`config.mk`:
```
export PLATFORM = sky130hd
export DESIGN_NAME = nibble_serial_adder_ctrl
export DESIGN_NICKNAME = d
export VERILOG_FILES = /design/src/rtl/nsa_pkg.sv /design/src/rtl/nibble_adder.sv /design/src/rtl/nibble_serial_adder_ctrl.sv
export SDC_FILE = /design/constraint.sdc
export NUM_CORES = 1
export LEC_CHECK = 0
export BUFFER_PORTS_ARGS = -buffer_cell sky130_fd_sc_hd__buf_2
export CELL_PAD_IN_SITES_DETAIL_PLACEMENT = 0
export CELL_PAD_IN_SITES_GLOBAL_PLACEMENT = 1
export CORE_UTILIZATION = 46
export DETAILED_ROUTE_END_ITERATION = 10
export GPL_TIMING_DRIVEN = 0
export PLACE_DENSITY = 0.82
export SLEW_MARGIN = 10
export SYNTH_ARGS = -nofsm -noshare
export SYNTH_HDL_FRONTEND = slang
export SYNTH_SLANG_ARGS = --single-unit
export TNS_END_PERCENT = 20
```
`constraint.sdc`:
```
create_clock -name clk -period 7.8 [get_ports clk]
set_clock_uncertainty 0.05 [all_clocks]
set_input_delay 1.17 -clock clk [delete_from_list [all_inputs] [get_ports clk]]
set_output_delay 1.17 -clock clk [all_outputs]
set_load 0.01 [all_outputs]
```
`src/rtl/nsa_pkg.sv`:
```
// nsa_pkg: shared types and constants for the nibble-serial adder controller.
//   state_t : controller FSM states (IDLE, RUN, DONE)
//   NIB_W   : width of the time-shared adder slice
//   cnt_w   : nibble-counter width for a given nibble count (minimum 1)
package nsa_pkg;

    localparam int unsigned NIB_W = 4;

    typedef enum logic [1:0] {
        IDLE = 2'd0,
        RUN  = 2'd1,
        DONE = 2'd2
    } state_t;

    // Counter width for n nibbles; a single-nibble build still needs one bit.
    function automatic int unsigned cnt_w(input int unsigned n);
        return (n > 1) ? $clog2(n) : 1;
    endfunction

endpackage

```
`src/rtl/nibble_adder.sv`:
```
// nibble_adder: combinational 4-bit ripple-carry slice built from full-adder cells.
//   a, b : nibble operands
//   cin  : carry into bit 0
//   sum  : nibble result
//   cout : carry out of bit 3
module nibble_adder
    import nsa_pkg::*;
(
    input  logic [NIB_W-1:0] a,
    input  logic [NIB_W-1:0] b,
    input  logic             cin,
    output logic [NIB_W-1:0] sum,
    output logic             cout
);

    logic [NIB_W:0] c;

    assign c[0] = cin;

    // One full-adder cell per bit, carry rippling upward.
    for (genvar i = 0; i < NIB_W; i++) begin : g_fa
        assign sum[i]  = a[i] ^ b[i] ^ c[i];
        assign c[i+1]  = (a[i] & b[i]) | (a[i] & c[i]) | (b[i] & c[i]);
    end

    assign cout = c[NIB_W];

endmodule

```
`src/rtl/nibble_serial_adder_ctrl.sv`:
```
// nibble_serial_adder_ctrl: adds two WIDTH-bit unsigned operands one nibble per
// clock through a single shared 4-bit slice, LSB nibble first, carry held in a
// register between nibbles. Result latency is WIDTH/4 cycles after acceptance.
//   clk, rst             : clock, asynchronous active-high reset
//   in_valid / in_ready  : operand handshake (a, b, cin)
//   out_valid / out_ready: result handshake (sum, cout)
//   busy                 : high while an operation is in RUN or DONE
// Build option: define NSA_SAT_EN to saturate sum to all ones when the final
// carry is set (cout still reports 1). Without it sum is modulo 2^WIDTH.
module nibble_serial_adder_ctrl
    import nsa_pkg::*;
#(
    parameter int unsigned WIDTH = 32
) (
    input  logic             clk,
    input  logic             rst,
    input  logic             in_valid,
    output logic             in_ready,
    input  logic [WIDTH-1:0] a,
    input  logic [WIDTH-1:0] b,
    input  logic             cin,
    output logic             out_valid,
    input  logic             out_ready,
    output logic [WIDTH-1:0] sum,
    output logic             cout,
    output logic             busy
);

    localparam int unsigned N_NIB = WIDTH / NIB_W;
    localparam int unsigned CNT_W = cnt_w(N_NIB);
    localparam logic [CNT_W-1:0] CNT_LAST = CNT_W'(N_NIB - 1);

    state_t             state_q;
    logic [WIDTH-1:0]   a_q;
    logic [WIDTH-1:0]   b_q;
    logic               carry_q;
    logic [CNT_W-1:0]   cnt_q;
    logic [WIDTH-1:0]   sum_q;
    logic               cout_q;
    logic               out_valid_q;
    logic               busy_q;
    logic               in_ready_q;

    logic [NIB_W-1:0]   nib_sum_c;
    logic               nib_cout_c;

    // Operands shift right each RUN cycle, so the current nibble is always at the bottom.
    nibble_adder u_slice (
        .a    (a_q[NIB_W-1:0]),
        .b    (b_q[NIB_W-1:0]),
        .cin  (carry_q),
        .sum  (nib_sum_c),
        .cout (nib_cout_c)
    );

    // Controller FSM with all outputs registered.
    always_ff @(posedge clk or posedge rst) begin
        if (rst) begin
            state_q     <= IDLE;
            a_q         <= '0;
            b_q         <= '0;
            carry_q     <= 1'b0;
            cnt_q       <= '0;
            sum_q       <= '0;
            cout_q      <= 1'b0;
            out_valid_q <= 1'b0;
            busy_q      <= 1'b0;
            in_ready_q  <= 1'b0;
        end else begin
            case (state_q)
                IDLE: begin
                    if (in_valid && in_ready_q) begin
                        state_q    <= RUN;
                        a_q        <= a;
                        b_q        <= b;
                        carry_q    <= cin;
                        cnt_q      <= '0;
                        sum_q      <= '0;
                        cout_q     <= 1'b0;
                        busy_q     <= 1'b1;
                        in_ready_q <= 1'b0;
                    end else begin
                        // First cycle after reset release raises in_ready here.
                        in_ready_q <= 1'b1;
                    end
                end

                RUN: begin
                    sum_q[cnt_q*NIB_W +: NIB_W] <= nib_sum_c;
                    carry_q <= nib_cout_c;
                    a_q     <= a_q >> NIB_W;
                    b_q     <= b_q >> NIB_W;
                    if (cnt_q == CNT_LAST) begin
                        state_q     <= DONE;
                        cout_q      <= nib_cout_c;
                        out_valid_q <= 1'b1;
`ifdef NSA_SAT_EN
                        // Overrides the top-nibble write above when the result overflows.
                        if (nib_cout_c) begin
                            sum_q <= '1;
                        end
`endif
                    end else begin
                        cnt_q <= cnt_q + CNT_W'(1);
                    end
                end

                DONE: begin
                    if (out_ready) begin
                        state_q     <= IDLE;
                        out_valid_q <= 1'b0;
                        busy_q      <= 1'b0;
                        in_ready_q  <= 1'b1;
                    end
                end

                default: begin
                    state_q     <= IDLE;
                    out_valid_q <= 1'b0;
                    busy_q      <= 1'b0;
                    in_ready_q  <= 1'b0;
                end
            endcase
        end
    end

    assign in_ready  = in_ready_q;
    assign out_valid = out_valid_q;
    assign sum       = sum_q;
    assign cout      = cout_q;
    assign busy      = busy_q;

endmodule

```
==> out/results.ini, run 1 <==
[setup_path]
worstPathRequired_ps=8050
cp-start-kind=flop
crit_path_start=cnt_q[0]
reg2reg_depth=8
crit_path_end_kind=flop
timing.critical_path.fanout_max=10
r2r_end=sum[17]
timing.rr.start=cnt_q[0]
worstSetupPathType=flop to flop
r2r_slack_ps=5220
worstPathArrival_ps=2830
crit_end=sum[17]

[timing]
setup_viol=0
fin_crit_ps=2580
slew_viol_final=0
final.period_utilization_pct=33.1
max_freq_mhz=387
tightest_slew_ps=512
slew_headroom_pct=65.9
rsz0062_at_grt=false
hold_viol_final=0
tns_ps=0
fin_hold_ws_ps=450

[route]
dr.pass1.iters=4
drcViolationCount=0
first_iter_violations=125
vias=3865
drtAntennaViolNets=0
drt-total-wl_um=11600
routedWlPerCell_um=16.6
via_per_inst=5.54

[clock_network]
root_buffer=clkbuf_8
clkTransAtPathRegs_ps=110
cts_made_buffers=9
cts_resized=0
h-tree-depth=3
cts_hold_buf=0
cts.sinks=106
clock_latency_ps=370
cts_tree=built
cts_setup_buffers=0
cts_buffer_depth=2

[grt]
grt_use_total_pct=21.6
grt_start_max_net_pins=60
grt_use_met2_pct=34.1
globalRouteMet3Util_pct=4.07
antenna_found_initial=1
grt_overflow=0
grt_pass1_vias=3938
grt_pass1_wl_um=19400
busiest_layer=met2
use_met1_pct=30.1

[logic_synthesis]
synth_cell_type_count=40
synth-edff-count=0
synth_nets=521
yosysSeqAreaShare_pct=52.3
synth_area_um2=5080
avgSynthCellArea_um2=11.5
async_flop_share_pct=100
synth-main-ff-cell=dfrtp_1
synth_seq_cells=106
postSynthCellCount=441
ys_warn_count=0

[die]
dieHeight_um=107
die_w_um=107
die-area_um2=11500
ios=105
num_rows=37
core-area_um2=10500
initial_core_util_pct=48.3

[finish]
diodes=0
fin_area_um2=5970
final_common_cell=buf_2
fin_util_pct=56.8
final_cell_mix=buf_2 (113), dfrtp_1 (106), mux2i_1 (65), o21ai_0 (60), o21ai_1 (60)
drive_gt1_share_pct=27.4
areaGrowthSynthToFinish_pct=17.6
final_nets=637

[pwr]
max-vdd-ir-drop_mv=0.153
power.density_nw_per_um2=407
total_power_w=0.00243
p_leak_nw=2.90

[placement]
gp_congestion=0.788
dpl_cell_area_um2=5800
place_hpwl_um=8520
portBuffers=104

[hold_path]
whs_path_depth=1
min_path_type=flop to flop

[flow_run]
cap_violations=0

[status]
status=finished, final reports clean

[sequential cells by signal (all words and copies together), names as in the netlist]
name / count
a_q: 32
b_q: 32
busy: 1
carry_q: 1
cnt_q: 3
cout: 1
in_ready: 1
out_valid: 1
state_q: 2
sum: 32
[stage by stage]
| step | cells | setup slack (ps) |
|---|---|---|
| after detailed placement | 682 | 5250 |
| after CTS | 698 | 5240 |
| after floorplan | 441 | 3790 |
| after global routing | 698 | 4950 |
| final | 698 | 5220 |
| after global placement | 681 | 2630 |
[cells in the mapped netlist, types with 2 or more instances]
master     instances  share of area, %
a21oi_1            3              0.30
a22o_1            19               3.3
a41oi_2            6               1.9
and4_1             5              0.86
buf_1              2              0.15
buf_2              9              0.89
buf_4              4              0.59
buf_6              6               1.3
buf_8              3              0.89
clkbuf_1          13              0.96
dfrtp_1          106                52
fa_1               4               1.6
ha_1               7               1.7
inv_1             15               1.1
mux2i_1           65                13
nand2_1           11              0.81
nand4_1            6              0.74
nor2_1             3              0.22
nor2b_1            2              0.25
o21ai_0           60               5.9
o21ai_1           60               5.9
o2bb2ai_1         14               2.4
[worst min-delay path by stage]
stage / end / from / slack (ps)
floorplan: b_q[28] / b_q[28] / 420
global placement: sum[5] / sum[5] / 420
detailed placement: sum[6] / sum[6] / 420
CTS: sum[6] / sum[6] / 450
global route: cout / cout / 470
finish: sum[6] / sum[6] / 450
[critical path, stage by stage (launching register included)]
cell and delay [ps]:
dfrtp_1 460, clkbuf_1 380, inv_1 130, ha_1 230
ha_1 440, nor2b_1 270, and3_1 200, buf_2 170
mux2i_1 200
[area by class of cell]
class / instances / area, um2
Multi-Input combinational cell: 283 / 2120
Sequential cell: 106 / 2650
Clock inverter: 5 / 38.8
Clock buffer: 11 / 131
Tap cell: 136 / 170
Inverter: 15 / 61.3
Fill cell: 921 / 4540
Buffer: 37 / 244
Timing Repair Buffer: 105 / 548
[cells by family (layout without fill, tap and decap cells)]
kind of cell | Yosys count | after routing | share of synthesized area (%)
buffers and inverters | 52 | 173 | 5.92
DFF | 106 | 106 | 52.3
muxes | 66 | 66 | 13.0
adders and majority gates | 11 | 11 | 3.30
AOI/OAI and AO/OA | 167 | 167 | 20.6
and+or+nand+nor | 39 | 39 | 4.91
[metal layers]
metal	vias up	routed length (um)
met5	-	13
met4	2	132
met3	16	543
met2	103	5420
met1	1890	5490
li1	1854	-
[where the power goes]
group | switching (W) | total, W | internal [W]
registers | 0.000128 | 0.000900 | 0.000773
logic | 0.000718 | 0.00122 | 0.000500
clock network | 0.000192 | 0.000311 | 0.000119
total | 0.00104 | 0.00243 | 0.00139
Note: power is estimated with default switching activity, not from simulation.
==> inputs of run 2 (changes only) <==
--- a/config.mk
+++ b/config.mk
@@ -5,13 +5,14 @@
 export SDC_FILE = /design/constraint.sdc
 export NUM_CORES = 1
 export LEC_CHECK = 0
+export ABC_AREA = 1
 export BUFFER_PORTS_ARGS = -buffer_cell sky130_fd_sc_hd__buf_2
 export CELL_PAD_IN_SITES_DETAIL_PLACEMENT = 0
 export CELL_PAD_IN_SITES_GLOBAL_PLACEMENT = 1
-export CORE_UTILIZATION = 46
+export CORE_UTILIZATION = 40
 export DETAILED_ROUTE_END_ITERATION = 10
 export GPL_TIMING_DRIVEN = 0
-export PLACE_DENSITY = 0.82
+export PLACE_DENSITY = 0.77
 export SLEW_MARGIN = 10
 export SYNTH_ARGS = -nofsm -noshare
 export SYNTH_HDL_FRONTEND = slang
==> constraint.sdc (replaced) <==
create_clock -name clk -period 2.5 [get_ports clk]
set_clock_uncertainty 0.05 [all_clocks]
set_input_delay 0.375 -clock clk [delete_from_list [all_inputs] [get_ports clk]]
set_output_delay 0.375 -clock clk [all_outputs]
set_load 0.01 [all_outputs]
==> out/results.ini, run 2 <==
[grt]
grt_start_max_net_pins=39  ; -35%
grt_use_total_pct=21.1  ; -0.47 points
grt_pass1_vias=4460  ; +13%
grt_pass1_wl_um=21500  ; +11%
use_met1_pct=26.8  ; -3.2 points
grt_use_met2_pct=35.4  ; +1.3 points
grt_overflow=0  ; unchanged
antenna_found_initial=0  ; -1
globalRouteMet3Util_pct=5.81  ; +1.7 points
busiest_layer=met2

[timing]
slew_headroom_pct=60.0  ; -5.9 points
rsz0062_at_grt=true
tightest_slew_ps=600  ; +88.5 ps
tns_ps=0  ; unchanged
setup_viol=0  ; unchanged
final.period_utilization_pct=95.7  ; +63 points
hold_viol_final=0  ; unchanged
setup_ws_ps=108  ; -5110 ps
max_freq_mhz=418  ; +7.9%
fin_crit_ps=2390  ; -190 ps
slew_viol_final=0  ; unchanged

[die]
num_rows=41  ; +11%
initial_core_util_pct=41.0  ; -7.3 points
dieHeight_um=116  ; +8.4%
ios=105  ; unchanged
die_w_um=116  ; +8.4%
die-area_um2=13500  ; +17%
core-area_um2=12700  ; +21%

[pwr]
comb_power_share_pct=50.3  ; +0.2 points
p_int_w=0.00456  ; +230%
seqPwrFrac_pct=33.1  ; -4.0 points
power.density_nw_per_um2=1290  ; +220%
max-vdd-ir-drop_mv=0.698  ; +360%
total_power_w=0.00820  ; +240%
pwr-share-clk_pct=16.6  ; +3.8 points
p_leak_nw=3.29  ; +13%
switching_share_pct=44.4  ; +1.7 points
p_sw_w=0.00364  ; +250%

[logic_synthesis]
synth-edff-count=0  ; unchanged
yosysSeqAreaShare_pct=51.0  ; -1.2 points
synth_common_cells=nand2_1 (171), o21ai_0 (111), dfrtp_1 (106), inv_1 (82), nand3_1 (79)
avgSynthCellArea_um2=7.97  ; -31%
postSynthCellCount=652  ; +48%
ys_warn_count=0  ; unchanged
synth_nets=732  ; +40%
synth_seq_cells=106  ; unchanged
ys_top_cells_by_area=dfrtp_1 (51%), nand2_1 (12%), o21ai_0 (11%)
synth_cell_type_count=23  ; -43%
synth_area_um2=5200  ; +2.4%
synth-main-ff-cell=dfrtp_1
synth_top_area_share_pct=51.0  ; -1.2 points
synth_most_common_cell=nand2_1
async_flop_share_pct=100  ; unchanged
synth_area_leader_cell=dfrtp_1

[clock_network]
clock_latency_ps=350  ; -20 ps
root_buffer=clkbuf_16
cts.sinks=106  ; unchanged
cts_tree=built
cts_buffer_depth=2  ; unchanged
cts_made_buffers=9  ; unchanged
clkTransAtPathRegs_ps=70  ; -40 ps
h-tree-depth=3  ; unchanged

[route]
routedWlPerCell_um=13.7  ; -18%
drt-total-wl_um=13000  ; +12%
drtAntennaViolNets=0  ; unchanged
drcViolationCount=0  ; unchanged
dr.pass1.iters=5  ; +1
via_per_inst=4.84  ; -13%
vias=4592  ; +19%
first_iter_violations=198  ; +58%

[finish]
final_cell_mix=nand2_1 (168), buf_2 (120), o21ai_0 (110), dfrtp_1 (106), inv_1 (79)
n_fill_cell=1319  ; +43%
drive_gt1_share_pct=21.4  ; -6.0 points
final_nets=851  ; +34%
final_common_cell=nand2_1
areaGrowthSynthToFinish_pct=21.9
diodes=0  ; unchanged

[setup_path]
worstPathRequired_ps=2730  ; -5320 ps
timing.rr.start=a_q[0]
worstPathArrival_ps=2620  ; -210 ps
worstSetupPathType=flop to flop
cp-start-kind=flop
timing.critical_path.fanout_max=4  ; -6
crit_path_end_kind=flop
r2r_slack_ps=110  ; -5110 ps
r2r_end=sum[11]
reg2reg_depth=10  ; +2

[hold_path]
hold_path_end=a_q[30]
min_path_type=input pin to flop
whs_path_depth=3  ; +2
min-delay-start=a[30]

[placement]
gp_congestion=0.826  ; +4.9%
place_hpwl_um=9790  ; +15%
portBuffers=104  ; unchanged
dp_slack_ps=2.71  ; -5250 ps

[status]
status=finished, final reports clean

[flow_run]
cap_violations=0  ; unchanged

[run 2: worst max-delay path: stages, from the launching register on]
cell and delay, ps:
dfrtp_1 410, fa_2 390, inv_2 60, fa_2 190, fa_2 200, inv_2 40, fa_2 600, nand2_2 90
nor2_4 130, nand2_1 70, o21ai_1 110
[run 2: worst max-delay path by stage]
| stage | startpoint | slack [ps] | end | cells after the start |
|---|---|---|---|---|
| floorplan | a_q[0] | 270 | sum[11] | 10 |
| global placement | a_q[0] | 20 | sum[11] | 10 |
| detailed placement | a_q[0] | 3 | sum[11] | 10 |
| CTS | a_q[0] | 30 | sum[11] | 10 |
| global route | a_q[0] | -9 | sum[7] | 10 |
| finish | a_q[0] | 110 | sum[11] | 10 |
[run 2: timing repair]
action / in CTS / in global routing
hold buffers: 1 / 0
endpoints found under the setup margin: 1 / 6
endpoints found under the hold margin: 4 / 0
buffers inserted: 0 / 0
resized for setup: 1 / 15
gates cloned: 0 / 0
pin swaps: 0 / 5
[run 2: power by group through the flow]
stage	Sequential [W]	Combinational [W]	Clock (W)
global route	0.00279	0.00477	0.00147
detailed placement	0.00275	0.00403	0
global placement	0.00272	0.00396	0
floorplan	0.00279	0.00272	0
finish	0.00272	0.00413	0.00136
CTS	0.00272	0.00406	0.00141
[run 2: cells by family after synthesis]
group | count (synthesis) | synth area share (%)
buffers and inverters | 118 | 9.70
adder cells (fa/ha/maj) | 11 | 3.23
flip-flops | 106 | 51.0
AO/OA/AOI/OAI | 132 | 12.7
AND/OR/NAND/NOR | 285 | 23.3
[run 2: cell type report]
class	instances	area [um2]	area share [%]
flip-flops and latches	106	2650	41.9
inverters	84	319	5.04
clock inverters	2	10.0	0.158
multi-input cells	428	2080	32.9
clock buffers	14	274	4.33
plain buffers	34	189	2.98
repair buffers	108	591	9.32
well taps	172	215	3.40
[run 2: through the flow]
step	cell area [um2]	std cells	hold WS, ps	util (%)
finish	6330	948	213	50.0
global route	6330	948	208	50.0
CTS	6290	948	198	49.7
detailed placement	6000	931	256	47.3
global placement	5940	928	429	46.9
floorplan	5200	652	433	-
[run 2: layer usage]
layer,part of all wire (%),vias up
met5,0,-
met4,1.3,0
met3,3.2,10
met2,50,80
met1,46,2183
li1,-,2319
==> inputs of run 3 (changes only) <==
--- a/config.mk
+++ b/config.mk
@@ -7,13 +7,11 @@
 export LEC_CHECK = 0
 export ABC_AREA = 1
 export BUFFER_PORTS_ARGS = -buffer_cell sky130_fd_sc_hd__buf_2
-export CELL_PAD_IN_SITES_DETAIL_PLACEMENT = 0
-export CELL_PAD_IN_SITES_GLOBAL_PLACEMENT = 1
-export CORE_UTILIZATION = 40
+export CORE_UTILIZATION = 55
 export DETAILED_ROUTE_END_ITERATION = 10
 export GPL_TIMING_DRIVEN = 0
-export PLACE_DENSITY = 0.77
-export SLEW_MARGIN = 10
+export PLACE_DENSITY = 0.78
+export SLEW_MARGIN = 15
 export SYNTH_ARGS = -nofsm -noshare
 export SYNTH_HDL_FRONTEND = slang
 export SYNTH_SLANG_ARGS = --single-unit
==> out/results.ini, run 3 (synthesis results as in run 2) <==
[setup_path]
timing.critical_path.fanout_max=4  ; unchanged
path_common_cell=fa_2
crit_path_end_kind=flop
max_stage_delay_ps=620  ; +20 ps
worstSetupPathType=flop to flop
critical-path-slowest-cell=fa_2
cpLargestDelayFamily=adder cells
worstPathCellList=fa_2 > inv_2 > fa_2 > fa_2 > inv_2 > fa_2 > nand2_2 > nor2_4 > nand2_1 > o21ai_1
worstPathArrival_ps=2700  ; +80 ps
r2r_slack_ps=50  ; -60 ps
path_buf_inv=2  ; unchanged
cp-start-kind=flop
worstPathRequired_ps=2750  ; +20 ps

[grt]
grt_pass1_vias=4421  ; -0.87%
grt_use_total_pct=26.3  ; +5.2 points
grt_overflow=0  ; unchanged
antenna_found_initial=0  ; unchanged
grt_pass1_wl_um=20400  ; -4.8%
grt_start_max_net_pins=35  ; -10%

[clock_network]
h-tree-depth=3  ; unchanged
cts_tree=built
cts_setup_buffers=0  ; unchanged
cts_made_buffers=9  ; unchanged
clock_latency_ps=370  ; +20 ps
clkTransAtPathRegs_ps=100  ; +30 ps
root_buffer=clkbuf_8
cts_buffer_depth=2  ; unchanged
cts.sinks=106  ; unchanged

[timing]
hold_viol_final=0  ; unchanged
rsz0062_at_grt=true
slew_headroom_pct=61.9  ; +1.9 points
max_freq_mhz=409  ; -2.3%
fin_crit_ps=2450  ; +55.5 ps
slew_viol_final=0  ; unchanged
setup_ws_ps=52.4  ; -55.5 ps
final.period_utilization_pct=97.9  ; +2.2 points
tightest_slew_ps=571  ; -29.2 ps
setup_viol=0  ; unchanged

[route]
routedWlPerCell_um=13.8  ; +0.61%
first_iter_violations=221  ; +12%
drtAntennaViolNets=0  ; unchanged
dr.pass1.iters=5  ; unchanged
drt-total-wl_um=12200  ; -5.9%
via_per_inst=5.28  ; +9.1%
vias=4686  ; +2.0%
drcViolationCount=0  ; unchanged

[placement]
dp_slack_ps=6.23  ; +3.51 ps
dpl_cell_area_um2=5920  ; -1.3%
dp_cells=870  ; -6.6%
place_hpwl_um=9100  ; -7.0%
portBuffers=104  ; unchanged
gp_congestion=0.856  ; +3.6%

[pwr]
max-vdd-ir-drop_mv=0.590  ; -15%
p_leak_nw=3.27  ; -0.61%
total_power_w=0.00808  ; -1.5%
power.density_nw_per_um2=1300  ; +0.58%

[die]
ios=105  ; unchanged
die-area_um2=9840  ; -27%
core-area_um2=9200  ; -27%
dieHeight_um=99.2  ; -14%
num_rows=35  ; -15%
die_w_um=99.2  ; -14%
initial_core_util_pct=56.5  ; +16 points

[finish]
diodes=0  ; unchanged
final_nets=851  ; unchanged
stdcell_count=887  ; -6.4%
fin_area_um2=6210  ; -2.0%
final_common_cell=nand2_1
fin_util_pct=67.5  ; +18 points
n_fill_cell=802  ; -39%
areaGrowthSynthToFinish_pct=19.4
drive_gt1_share_pct=21.0  ; -0.39 points
final_cell_mix=nand2_1 (170), buf_2 (120), o21ai_0 (110), dfrtp_1 (106)

[hold_path]
min_path_type=input pin to flop

[status]
status=finished, final reports clean

[flow_run]
cap_violations=0  ; unchanged

==> run 3: power by group <==
part / total, W / internal (W) / switching, W
Clock: 0.00130 / 0.000721 / 0.000578
Sequential: 0.00271 / 0.00241 / 0.000303
Combinational: 0.00407 / 0.00138 / 0.00269
Total: 0.00808 / 0.00451 / 0.00357
==> run 3: tightest hold or removal path: cells and delay by family <==
| family | cells | cell delay, ps |
|---|---|---|
| buffers and inverters | 1 | 80 |
| AOI/OAI and AO/OA | 1 | 70 |
| and+or+nand+nor | 1 | 60 |
==> run 3: cell type report <==
| cell class | count | area, um2 | area share (%) |
|---|---|---|---|
| clock buffer | 12 | 155 | 2.50 |
| timing repair buffer | 108 | 591 | 9.51 |
| tap | 111 | 139 | 2.24 |
| multi-input combinational | 428 | 2060 | 33.3 |
| inverter | 84 | 319 | 5.14 |
| buffer | 34 | 189 | 3.04 |
| sequential | 106 | 2650 | 42.7 |
| clock inverter | 4 | 97.6 | 1.57 |
==> run 3: path summary, 6_finish.rpt <==
path                         from       to  cells after the start
setup reg to reg           a_q[0]  sum[11]                     10
min in group asynchronous     rst  sum[19]                      3
hold / removal              a[31]  a_q[31]                      3
max in group asynchronous     rst   a_q[2]                      5
setup / recovery           a_q[0]  sum[11]                     10
hold reg to reg              busy     busy                      2
==> run 3: timing repair <==
item,CTS,global route
setup endpoints to repair,1,6
resized for setup,1,10
hold buffers,1,0
pin swaps,0,3
endpoints found under the hold margin,16,0
==> run 3: routing by layer <==
layer | share of wire [%] | wire, um | vias to the layer above | global-route usage [%]
li1 | - | - | 2314 | -
met1 | 43 | 5310 | 2193 | 33.8
met2 | 48 | 5840 | 146 | 43.0
met3 | 5.5 | 667 | 33 | 4.99
met4 | 3.3 | 398 | 0 | 12.9
met5 | 0 | 0 | - | 0
==> run 3: per-stage QoR <==
| stage | TNS [ps] | hold WS [ps] |
|---|---|---|
| after detailed placement | 0 | 357 |
| after floorplan | 0 | 433 |
| after CTS | 0 | 185 |
| final | 0 | 192 |
| after global routing | -96.2 | 215 |
| after global placement | 0 | 427 |
